--- config.mk ---
export PLATFORM = sky130hd
export DESIGN_NAME = pcs_sync_rx
export DESIGN_NICKNAME = d
export VERILOG_FILES = /design/src/rtl/pcs_sync_rx.sv
export SDC_FILE = /design/constraint.sdc
export NUM_CORES = 1
export LEC_CHECK = 0
export CORE_UTILIZATION = 53
export DETAILED_ROUTE_END_ITERATION = 12
export GPL_TIMING_DRIVEN = 0
export PLACE_DENSITY = 0.79
export SKIP_LAST_GASP = 1
export SLEW_MARGIN = 25
export SYNTH_ARGS = -nofsm -noshare
export SYNTH_HDL_FRONTEND = slang
export SYNTH_SLANG_ARGS = --single-unit
export TNS_END_PERCENT = 5
--- constraint.sdc ---
create_clock -name GTX_CLK -period 2.3 [get_ports GTX_CLK]
set_input_delay 0.345 -clock GTX_CLK [delete_from_list [all_inputs] [get_ports GTX_CLK]]
set_output_delay 0.345 -clock GTX_CLK [all_outputs]
set_load 0.01 [all_outputs]
--- src/rtl/pcs_sync_rx.sv ---
// 1000BASE-X PCS receive synchronization: comma alignment, code-group validation and sync state machine.
// Optional build macro SYNC_RD_CHECK_EN makes a code-group from the wrong running-disparity column invalid.
module pcs_sync_rx #(
  parameter int GOOD_CGS_MAX = 3,
  parameter int ACQ_COMMAS   = 3
) (
  input  logic       GTX_CLK,
  input  logic       mr_main_reset,
  input  logic       signal_detect,
  input  logic [9:0] rx_code_group,
  output logic       code_sync_status,
  output logic       rx_even,
  output logic [9:0] rx_cg_out,
  output logic [3:0] sync_state
);

  localparam int              GW     = (GOOD_CGS_MAX < 2) ? 1 : $clog2(GOOD_CGS_MAX + 1);
  localparam logic [GW-1:0]   GOOD_N = GW'(GOOD_CGS_MAX);
  localparam logic [2:0]      ACQ_N  = 3'(ACQ_COMMAS);

  typedef enum logic [3:0] {
    LOSS_OF_SYNC = 4'd0, COMMA_DETECT = 4'd1, ACQUIRE_SYNC = 4'd2,
    SYNC_ACQ_1   = 4'd3, SYNC_ACQ_2   = 4'd4, SYNC_ACQ_2A  = 4'd5,
    SYNC_ACQ_3   = 4'd6, SYNC_ACQ_3A  = 4'd7, SYNC_ACQ_4   = 4'd8,
    SYNC_ACQ_4A  = 4'd9
  } state_t;

  typedef struct packed {
    logic valid;
    logic is_d;
    logic comma;
    logic rd_out;
  } cg_cls_t;

  // 6b sub-blocks that force the alternate x.7 encoding, and the K23/27/29/30 6b patterns.
  function automatic logic a7_6b(input logic [5:0] s6, input logic rd6);
    if (rd6) a7_6b = (s6 == 6'b110100) || (s6 == 6'b101100) || (s6 == 6'b011100) || (s6 == 6'b001111);
    else     a7_6b = (s6 == 6'b100011) || (s6 == 6'b010011) || (s6 == 6'b001011) || (s6 == 6'b110000);
  endfunction

  function automatic logic kx_6b(input logic [5:0] s6, input logic rd6);
    if (rd6) kx_6b = (s6 == 6'b111010) || (s6 == 6'b110110) || (s6 == 6'b101110) || (s6 == 6'b011110);
    else     kx_6b = (s6 == 6'b000101) || (s6 == 6'b001001) || (s6 == 6'b010001) || (s6 == 6'b100001);
  endfunction

  function automatic logic rd_mid(input logic [5:0] s6, input logic rd);
    int n6;
    n6 = $countones(s6);
    rd_mid = (n6 == 4) ? 1'b1 : (n6 == 2) ? 1'b0 : rd;
  endfunction

  // Legal in the column selected by rd (rd = 1 means positive running disparity).
  function automatic logic cg_legal(input logic [9:0] cg, input logic rd);
    logic [5:0] s6;
    logic [3:0] s4;
    logic       rd6, ok6, ok4, a7, kx;
    int         n6, n4;
    s6  = cg[9:4];
    s4  = cg[3:0];
    n6  = $countones(s6);
    n4  = $countones(s4);
    ok6 = (n6 == 3 && !(s6 == 6'b111000 && rd) && !(s6 == 6'b000111 && !rd)) ||
          (n6 == 4 && !rd && s6 != 6'b111100) ||
          (n6 == 2 &&  rd && s6 != 6'b000011);
    rd6 = rd_mid(s6, rd);
    ok4 = (n4 == 2 && !(s4 == 4'b1100 && rd6) && !(s4 == 4'b0011 && !rd6)) ||
          (n4 == 3 && !rd6) || (n4 == 1 && rd6);
    a7  = a7_6b(s6, rd6);
    kx  = kx_6b(s6, rd6);
    if (rd6) begin
      if (s4 == 4'b0001 && a7)          ok4 = 1'b0;
      if (s4 == 4'b1000 && !(a7 || kx)) ok4 = 1'b0;
    end else begin
      if (s4 == 4'b1110 && a7)          ok4 = 1'b0;
      if (s4 == 4'b0111 && !(a7 || kx)) ok4 = 1'b0;
    end
    cg_legal = ok6 && ok4;
  endfunction

  function automatic logic cg_is_k(input logic [9:0] cg);
    logic [5:0] s6;
    logic [3:0] s4;
    s6 = cg[9:4];
    s4 = cg[3:0];
    cg_is_k = (s6 == 6'b001111) || (s6 == 6'b110000) ||
              (s4 == 4'b1000 && kx_6b(s6, 1'b1)) ||
              (s4 == 4'b0111 && kx_6b(s6, 1'b0));
  endfunction

  state_t        state, nxt;
  logic          rd;
  logic [2:0]    comma_cnt;
  logic [GW-1:0] good_cgs, gc_nxt;
  logic          cnt_inc, cgbad, legal_any;
  cg_cls_t       cls;

`ifdef SYNC_RD_CHECK_EN
  assign legal_any = cg_legal(rx_code_group, rd);
`else
  assign legal_any = cg_legal(rx_code_group, rd) | cg_legal(rx_code_group, ~rd);
`endif

  always_comb begin
    cls        = '0;
    cls.valid  = legal_any;
    cls.is_d   = legal_any & ~cg_is_k(rx_code_group);
    cls.comma  = (rx_code_group[9:3] == 7'b0011111) || (rx_code_group[9:3] == 7'b1100000);
    cls.rd_out = rd;
    if (legal_any) begin
      case ($countones(rx_code_group[3:0]))
        3:       cls.rd_out = 1'b1;
        1:       cls.rd_out = 1'b0;
        default: cls.rd_out = rd_mid(rx_code_group[9:4], rd);
      endcase
    end
  end

  assign cgbad = ~cls.valid | (cls.comma & rx_even);

  always_comb begin
    nxt     = state;
    gc_nxt  = '0;
    cnt_inc = 1'b0;
    if (!signal_detect) nxt = LOSS_OF_SYNC;
    else begin
      case (state)
        LOSS_OF_SYNC: if (cls.comma) begin nxt = COMMA_DETECT; cnt_inc = 1'b1; end
        COMMA_DETECT: begin
          if (cls.is_d && comma_cnt == ACQ_N) nxt = SYNC_ACQ_1;
          else if (cls.is_d)                  nxt = ACQUIRE_SYNC;
          else                                nxt = LOSS_OF_SYNC;
        end
        ACQUIRE_SYNC: begin
          if (cgbad) nxt = LOSS_OF_SYNC;
          else if (cls.comma && !rx_even) begin nxt = COMMA_DETECT; cnt_inc = 1'b1; end
        end
        SYNC_ACQ_1: if (cgbad) nxt = SYNC_ACQ_2;
        SYNC_ACQ_2: begin nxt = cgbad ? SYNC_ACQ_3   : SYNC_ACQ_2A; gc_nxt = cgbad ? '0 : GW'(1); end
        SYNC_ACQ_3: begin nxt = cgbad ? SYNC_ACQ_4   : SYNC_ACQ_3A; gc_nxt = cgbad ? '0 : GW'(1); end
        SYNC_ACQ_4: begin nxt = cgbad ? LOSS_OF_SYNC : SYNC_ACQ_4A; gc_nxt = cgbad ? '0 : GW'(1); end
        SYNC_ACQ_2A: begin
          if (cgbad)                   nxt = SYNC_ACQ_3;
          else if (good_cgs == GOOD_N) nxt = SYNC_ACQ_1;
          else                         gc_nxt = good_cgs + 1'b1;
        end
        SYNC_ACQ_3A: begin
          if (cgbad)                   nxt = SYNC_ACQ_4;
          else if (good_cgs == GOOD_N) nxt = SYNC_ACQ_2;
          else                         gc_nxt = good_cgs + 1'b1;
        end
        SYNC_ACQ_4A: begin
          if (cgbad)                   nxt = LOSS_OF_SYNC;
          else if (good_cgs == GOOD_N) nxt = SYNC_ACQ_3;
          else                         gc_nxt = good_cgs + 1'b1;
        end
        default: nxt = LOSS_OF_SYNC;
      endcase
    end
  end

  always_ff @(posedge GTX_CLK or negedge mr_main_reset) begin
    if (!mr_main_reset) begin
      state     <= LOSS_OF_SYNC;
      rd        <= 1'b0;
      comma_cnt <= '0;
      good_cgs  <= '0;
      rx_even   <= 1'b0;
      rx_cg_out <= '0;
    end else begin
      state     <= nxt;
      rd        <= cls.rd_out;
      good_cgs  <= gc_nxt;
      // A comma that (re)enters COMMA_DETECT defines the even position.
      rx_even   <= (nxt == COMMA_DETECT) ? 1'b1 : ~rx_even;
      rx_cg_out <= rx_code_group;
      if (nxt == LOSS_OF_SYNC)          comma_cnt <= '0;
      else if (cnt_inc && comma_cnt != 3'd7) comma_cnt <= comma_cnt + 3'd1;
    end
  end

  assign sync_state       = state;
  assign code_sync_status = (state >= SYNC_ACQ_1);

endmodule

-- After elaboration in Yosys (flattened, before gate mapping)
Index checks and enable logic that the tools add are counted.
- flip-flop bits (word level): 21
- bits of input ports: 13
- output and inout bits: 16
- logic and storage cells: 211
- add/sub/neg operators: 10
- $lt $le $gt $ge: 1
- equal/unequal tests: 49
- muxes and demuxes: 49
- bitwise operators: 8
- reductions and logical operators: 88
- operators by type and width (kind ; number):
    $eq 32x3->1 const B ; 3
    $eq 6x6->1 const B ; 9
    $mux 4 ; 13
    $logic_and 1x1->1 ; 43
    $pmux 4 s10 ; 1
    $eq 32x2->1 const B ; 1
    $logic_or 1x1->1 ; 26
    $eq 4x3->1 const B ; 6
    $eq 6x5->1 const B ; 4
    $mux 1 ; 24
    $eq 4x4->1 const B ; 5
    $eq 6x4->1 const B ; 3
    $eq 4x2->1 const B ; 4
    $logic_not 1->1 ; 14
    $eq 4x1->1 const B ; 3
    $eq 6x3->1 const B ; 2
    $mux 2 ; 6
    $add 1x1->2 ; 5
    $logic_not 4->1 ; 2
    $eq 7x5->1 const B ; 1
    $eq 7x7->1 const B ; 1
    $add 2x2->3 ; 2
    $eq 3x2->1 const B ; 2
    $mux 3 ; 2
    other kinds (16) ; 23

-- Longest topological paths before layout
Gate-level depths: netlist of the first run.
- depth after elaboration: 25
- mapped depth: 16
- gate-level depth less buffers: 15

-- Worst setup path before layout of the first run
No wires, ideal clock.
- path type: in2reg
- start point: in rx_code_group[7]
- end point: reg comma_cnt[0]
- setup time: 0.139 ns
- arrival time: 3.933 ns
- required time: 2.161 ns
- path slack: -1.772 ns
- cell stages on the path: 16
- path buffers: 1
- cells stage by stage: buf_6 inv_1 fa_1 fa_1 inv_1 ha_1 inv_1 fa_1 or4bb_1 a311oi_1 o31ai_1 a311oi_2 nor2_2 a211o_1 a211oi_2 nor3_1
- longest elaborated chain between the ends: 24
- elaborated cells on any way between the ends: 155
- those cells by class: add/sub (3); eq/ne (25); mux (38); bitwise (6); reduce/logical (83)
- ends and longest elaborated chain (element ; RTL line ; RTL):
    start, declared ; 10 ; input logic [9:0] rx_code_group,
    $add 1x1->2 (not written as such) ; 48, 60 ;
    $add 2x2->3 (not written as such) ; 48, 60 ;
    $add 3x2->4 (not written as such) ; 48, 60 ;
    $eq 4x2->1 ; 49, 64 ;
    $mux 1 (2 in a row) ; - ;
    $logic_and 1x1->1 or $logic_not 1->1 (tied branches) ; 66, 67 ;
    $logic_not 1->1 or $logic_and 1x1->1 (tied branches) ; 66 ; ok4 = (n4 == 2 && !(s4 == 4'b1100 && rd6) && !(s4 == 4'b0011 && !rd6)) ||
    $logic_and 1x1->1 or $logic_not 1->1 (tied branches) ; 66 ;
    [7 not listed] ; - ;
    $or 1x1->1 ; 100 ; assign legal_any = cg_legal(rx_code_group, rd) | cg_legal(rx_code_group, ~rd);
    $and 1x1->1 or $not 1->1 (tied branches) ; 106, 118 ;
    $mux 2 (tied with other cells) ; 130 ; else if (cls.is_d) nxt = ACQUIRE_SYNC;
    $mux 2 (tied with other cells) ; 129 ; if (cls.is_d && comma_cnt == ACQ_N) nxt = SYNC_ACQ_1;
    $pmux 4 s10 or $pmux 1 s2 (tied branches) ; 126 ; case (state)
    $mux 4 or $mux 1 (tied branches) ; 124 ; if (!signal_detect) nxt = LOSS_OF_SYNC;
    $logic_not 4->1 or $logic_and 1x1->1 (tied branches) ; 176, 177 ;
    $mux 3 or $reduce_bool 2->1 (tied branches) ; - ;
    end signal, assigned ; 177 ; else if (cnt_inc && comma_cnt != 3'd7) comma_cnt <= comma_cnt + 3'd1;
    end, declared ; 92 ; logic [2:0] comma_cnt;
Parallel ways exist; a longest one is shown, timed or not.
A chain may end at the register's enable or synchronous reset.

-- Final worst setup path of the first run
- start point: in rx_code_group[7]
- end point: reg comma_cnt[2]
The elaborated chain is that of the path after synthesis.

==> results of run 1 <==
## state kept, by name (all words and copies together), names as in the netlist
register and flops:
sync_state 4, rx_even 1, good_cgs 2, rx_cg_out 10
comma_cnt 3
## logic make-up after synthesis
logic type	synth area share (%)
buffers and inverters	6.43
flip-flops	28.6
AND/OR/NAND/NOR	23.3
AO/OA/AOI/OAI	20.3
adder cells (fa/ha/maj)	15.3
multiplexers	2.57
XOR/XNOR	3.50
## final cells by class
cell class                      count  area (um^2)
Fill cell                         278          916
Tap cell                           44         55.1
Clock buffer                        3         22.5
Inverter                           15         61.3
Multi-Input combinational cell    143         1160
Buffer                              9         60.1
Timing Repair Buffer               33          323
Sequential cell                    20          500
## layout by cell type, fill, tap and decap left out, drive strengths merged, types with 4 or more instances in the layout
master and count:
inv 15, and2 4, nand3 5, clkdlybuf4s50 23, xnor2 4, ha 15
dfrtp 20, a21oi 5, clkbuf 6, o21ai 9, nand2 10, nor2 16
o211ai 4, nor3 5, buf 14, fa 4
## metrics by stage
stage	setup WS, ns	hold slack [ns]	setup TNS [ns]	area, um^2	utilization, %
after floorplan	-1.77	0.0494	-15.50	1750	-
after CTS	-1.79	0.154	-16.06	2130	68.8
after detailed placement	-2.65	0.567	-24.05	2090	67.2
final	-1.81	0.154	-16.54	2190	70.5
after global routing	-1.95	0.137	-18.00	2190	70.5
after global placement	-2.63	0.550	-23.81	2090	67.2
## path summary, 6_finish.rpt
kind                       depth (start not counted)           end
setup / recovery                                  17  comma_cnt[2]
hold / removal                                     1  rx_cg_out[7]
setup reg to reg                                   9       rx_even
hold reg to reg                                    2  comma_cnt[0]
max in group asynchronous                          1       rx_even
min in group asynchronous                          1   good_cgs[1]
## layer usage
layer | vias to the layer above | track usage [%]
met4 | 0 | 9.52
met5 | - | 0
met2 | 43 | 43.5
met1 | 725 | 31.1
met3 | 10 | 1.53
li1 | 755 | -
## critical path, stage by stage
cell and delay, ns:
buf_8 0.10, buf_6 0.11, inv_2 0.04, fa_1 0.42
fa_1 0.49, inv_1 0.04, ha_2 0.16, inv_2 0.05
fa_1 0.41, or4bb_1 0.56, a311oi_2 0.30, o31ai_2 0.12
a311oi_2 0.31, nor2_2 0.09, a211o_1 0.30, a211oi_4 0.32
nor3b_2 0.08
## power groups by stage
stage	registers (mW)	clock network [mW]	logic, mW
CTS	0.384	0.163	0.433
floorplan	0.398	0	0.259
finish	0.384	0.159	0.469
detailed placement	0.391	0	0.403
global route	0.386	0.179	0.512
global placement	0.390	0	0.393
## timing repair
action | CTS | global route
gates resized for setup | 20 | 13
setup endpoints to repair | 11 | 11
pin swaps | 11 | 11
buffers inserted | 4 | 1
==> results.py, run 1 <==
metrics = {
    "routing": {
        "dr.pass1.iters": 4,
        "vias_per_cell": 5.74,
        "wirelength_mm": 4.11,
        "wl_met2_mm": 2.14,
        "vias": 1533,
        "wl_per_cell_um": 15.4,
        "remaining_drc_errors": 0,
        "drt_iter0_drc": 81,
        "wl_met3_um": 132,
        "drtAntennaViolNets": 0,
        "dr.max_layer_used": "met4",
        "m1WireLength_mm": 1.75,
    },
    "synth": {
        "synth_fp_nets": 219,
        "synth_area_um2": 1750,
        "ys_seq_elements": 20,
        "yosysTopAreaCellShare_pct": 28.6,
        "synthDistinctLibCells": 64,
        "yosysWarnings": 0,
        "synth.area.top_cells": "dfrtp_1 29%, ha_1 11%, fa_1 4.6%, inv_1 3.2%, nor2_1 3.2%",
        "async_reset_ff_share_pct": 100,
        "synth_common_cells": "20 x dfrtp_1, 15 x ha_1, 15 x inv_1, 15 x nor2_1, 10 x nand2_1",
        "synthFlopType": "dfrtp_1",
        "post-synth-top-count-cell": "dfrtp_1",
        "yosys.area.top_type": "dfrtp_1",
        "yosysSeqAreaShare_pct": 28.6,
        "synth_edf_count": 0,
        "postSynthAreaPerCell_um2": 9.36,
        "synthCells": 187,
    },
    "cells_and_area": {
        "layout-drive-gt1-share_pct": 17.5,
        "nNetsFinal": 257,
        "fin_cells": 267,
        "n_antenna_cell": 0,
        "area_growth_pct": 24.9,
    },
    "critical_path": {
        "r2r_start": "sync_state[3]",
        "startpoint_type": "input port",
        "critPathArrivalTime_ns": 4.26,
        "worstSetupEndpointType": "register",
        "critPathRequiredTime_ns": 2.45,
        "crit_type": "input port to register",
        "crit_path_max_fanout": 4,
        "crit_start": "rx_code_group[7]",
        "rrSetupSlack_ns": -0.02,
    },
    "flow_run": {
        "max_cap_violations": 0,
    },
    "power": {
        "p_per_area_nw_per_um2": 463,
        "power_frac_seq_pct": 37.9,
        "p_int_mw": 0.658,
        "switchingPower_mw": 0.354,
        "fin_total_pwr_mw": 1.01,
        "ir_drop_mv": 0.208,
        "power_leakage_nw": 0.926,
        "combPwrFrac_pct": 46.3,
        "power_frac_clock_pct": 15.7,
        "swShare_pct": 35.0,
    },
    "global_routing": {
        "grt_pass1_vias": 1447,
        "overflow": 0,
        "grt_max_degree": 21,
        "antenna_found_initial": 0,
        "track_usage_pct": 24.6,
        "grt_pass1_wl_mm": 6.59,
    },
    "die": {
        "die_y_um": 59.5,
        "dieArea_um2": 3540,
        "boundaryPins": 29,
        "rows": 20,
        "core_area_um2": 3100,
        "start_util_pct": 56.4,
        "die_x_um": 59.5,
    },
    "cts": {
        "numCtsBuffers": 3,
        "cts_root_buffer": "clkbuf_4",
        "clock-sinks": 20,
        "cts_hold_buf": 0,
        "htreeDepth": 1,
        "path_clk_slew_ns": 0.11,
        "clock_latency_ns": 0.29,
        "clock_path_buffers": 2,
        "cts_tree": "done",
    },
    "outcome": {
        "status": "finished with violations",
        "violations": "setup timing",
    },
    "timing": {
        "max_freq_mhz": 243,
        "post-route-min-period_ns": 4.11,
        "hold_violations": 0,
        "fin_skew_ns": 0.00820,
        "setup_viol": 11,
        "rsz0062_at_grt": "yes",
        "maxSlewViolCount": 0,
        "slew_headroom_pct": 39.4,
        "tightest_slew_ns": 0.906,
        "final.period_utilization_pct": 179,
        "layout_setup_ws_ns": -1.81,
    },
    "placement": {
        "globalplace.congestion": 0.884,
        "port_buffers": 28,
        "dp.final_hpwl_mm": 3.10,
        "dpl.cell_count": 259,
    },
    "min_path": {
        "hold_path_startpoint": "rx_code_group[7]",
        "min_path_type": "input port to register",
    },
}
(Power assumes the default switching activity.)
==> run 2: changes to the inputs <==
- CORE_MARGIN: default -> 8
- SLEW_MARGIN: 25 -> default
==> run 2 against run 1 <==
Against the previous run: the flow still finishes with violations (setup timing); non-clock buffer count grew 3; wire length is 2.5% higher; final cell count is 1.9% higher; highest routed layer unchanged.
==> results.py, run 2 (synthesis results as in run 1) <==
metrics = {
    "cts": {
        "cts_root_buffer": "clkbuf_4",
        "path_clk_slew_ns": 0.12,
        "numCtsBuffers": 3,
        "clock_path_buffers": 2,
        "clock_latency_ns": 0.30,
        "cts_tree": "done",
        "clock-sinks": 20,
        "htreeDepth": 1,
    },
    "critical_path": {
        "critPathRequiredTime_ns": 2.46,
        "worstSetupEndpointType": "register",
        "critPathArrivalTime_ns": 4.28,
        "startpoint_type": "input port",
        "crit_type": "input port to register",
        "crit_path_max_fanout": 3,
    },
    "cells_and_area": {
        "fin_util_pct": 68.7,
        "fin_cells": 272,
        "area_growth_pct": 27.9,
        "largest_reg_flops": 10,
        "fillCellCount": 270,
        "nNetsFinal": 260,
        "mostFrequentLayoutCell": "clkdlybuf4s50_1",
        "layout_common_cells": "23 x clkdlybuf4s50_1, 20 x dfrtp_1, 15 x nor2_1, 14 x ha_1, 11 x inv_1",
        "top_register": "rx_cg_out",
        "n_antenna_cell": 0,
        "layout-drive-gt1-share_pct": 19.9,
    },
    "timing": {
        "whs_ns": 0.164,
        "layout_setup_ws_ns": -1.82,
        "post-route-min-period_ns": 4.12,
        "tightest_slew_ns": 0.888,
        "maxSlewViolCount": 0,
        "hold_violations": 0,
        "fin_setup_tns_ns": -16.36,
        "rsz0062_at_grt": "yes",
        "fin_skew_ns": 0.0123,
        "max_freq_mhz": 243,
        "setup_viol": 11,
        "slew_headroom_pct": 40.6,
        "final.period_utilization_pct": 179,
    },
    "routing": {
        "wl_per_cell_um": 15.5,
        "drtAntennaViolNets": 0,
        "drt_iter0_drc": 124,
        "dr.pass1.iters": 4,
        "wirelength_mm": 4.22,
        "vias_per_cell": 5.83,
        "vias": 1585,
        "remaining_drc_errors": 0,
    },
    "die": {
        "rows": 21,
        "die_x_um": 73.5,
        "start_util_pct": 53.7,
        "core_area_um2": 3260,
        "boundaryPins": 29,
        "die_y_um": 73.5,
        "dieArea_um2": 5400,
    },
    "global_routing": {
        "antenna_found_initial": 0,
        "grt_pass1_wl_mm": 7.04,
        "grt_pass1_vias": 1619,
        "track_usage_pct": 16.0,
        "grt_max_degree": 21,
        "overflow": 0,
    },
    "placement": {
        "port_buffers": 28,
        "globalplace.congestion": 0.941,
        "dp_slack_ns": -2.73,
        "dpl.cell_count": 261,
        "dp.final_hpwl_mm": 3.23,
    },
    "outcome": {
        "violations": "setup timing",
        "status": "finished with violations",
    },
    "power": {
        "power_frac_seq_pct": 37.4,
        "ir_drop_mv": 0.226,
        "power_leakage_nw": 0.944,
        "p_per_area_nw_per_um2": 456,
        "p_int_mw": 0.656,
        "switchingPower_mw": 0.365,
        "power_frac_clock_pct": 16.4,
        "combPwrFrac_pct": 46.1,
        "swShare_pct": 35.8,
    },
    "min_path": {
        "min_path_type": "input port to register",
    },
    "flow_run": {
        "max_cap_violations": 0,
    },
}
## run 2: per-layer routing
layer	share of wire [%]	wire length, um	vias to the layer above	global-route usage [%]
met5	0	0	-	0
li1	-	-	756	-
met2	49	2080	66	28.1
met4	2.4	102	0	7.98
met3	5.2	218	12	1.77
met1	43	1820	751	18.6
## run 2: stage by stage
stage                     instance area (um^2)  power (mW)
after global placement                    2090       0.783
after detailed placement                  2090       0.798
after global routing                      2240        1.08
after floorplan                           1750       0.657
after CTS                                 2160       0.993
final                                     2240        1.02
## run 2: final timing paths
kind / startpoint / to / slack (ns) / cells after the start
min: rx_code_group[4] / rx_cg_out[4] / 0.16 / 1
min reg2reg: comma_cnt[0] / comma_cnt[0] / 0.60 / 2
max reg2reg: sync_state[1] / comma_cnt[1] / -0.06 / 8
max in group asynchronous: mr_main_reset / comma_cnt[1] / 1.21 / 1
min in group asynchronous: mr_main_reset / good_cgs[1] / 0.53 / 1
max: rx_code_group[7] / comma_cnt[1] / -1.82 / 17
## run 2: cell type report
type	instances	area, um^2	share of cell area (%)
multi-input cells	143	1180	52.8
flip-flops and latches	20	500	22.4
repair buffers	36	353	15.8
inverters	15	63.8	2.85
plain buffers	9	60.1	2.68
well taps	46	57.6	2.57
clock buffers	3	22.5	1.01
## run 2: timing repair
action                     in CTS  in global routing
pin swaps                      11                 11
setup endpoints to repair      10                 11
setup buffers                   5                  3
gates resized for setup        25                 14
hold buffers                    0                  0
## run 2: worst max-delay path: stages
cell,delay [ns]
buf_8,0.10
buf_6,0.11
inv_4,0.04
fa_1,0.41
fa_1,0.49
inv_1,0.05
ha_2,0.17
inv_2,0.05
fa_1,0.44
or4bb_1,0.53
a311oi_2,0.29
o31ai_2,0.13
a311oi_2,0.33
nor2_2,0.09
a211o_1,0.30
a211oi_4,0.32
nor3_2,0.09
## run 2: power by group through the flow
stage	Combinational, mW	Sequential (mW)	Clock, mW
floorplan	0.259	0.398	0
global placement	0.394	0.389	0
CTS	0.441	0.383	0.169
finish	0.471	0.383	0.168
global route	0.513	0.386	0.183
detailed placement	0.407	0.390	0
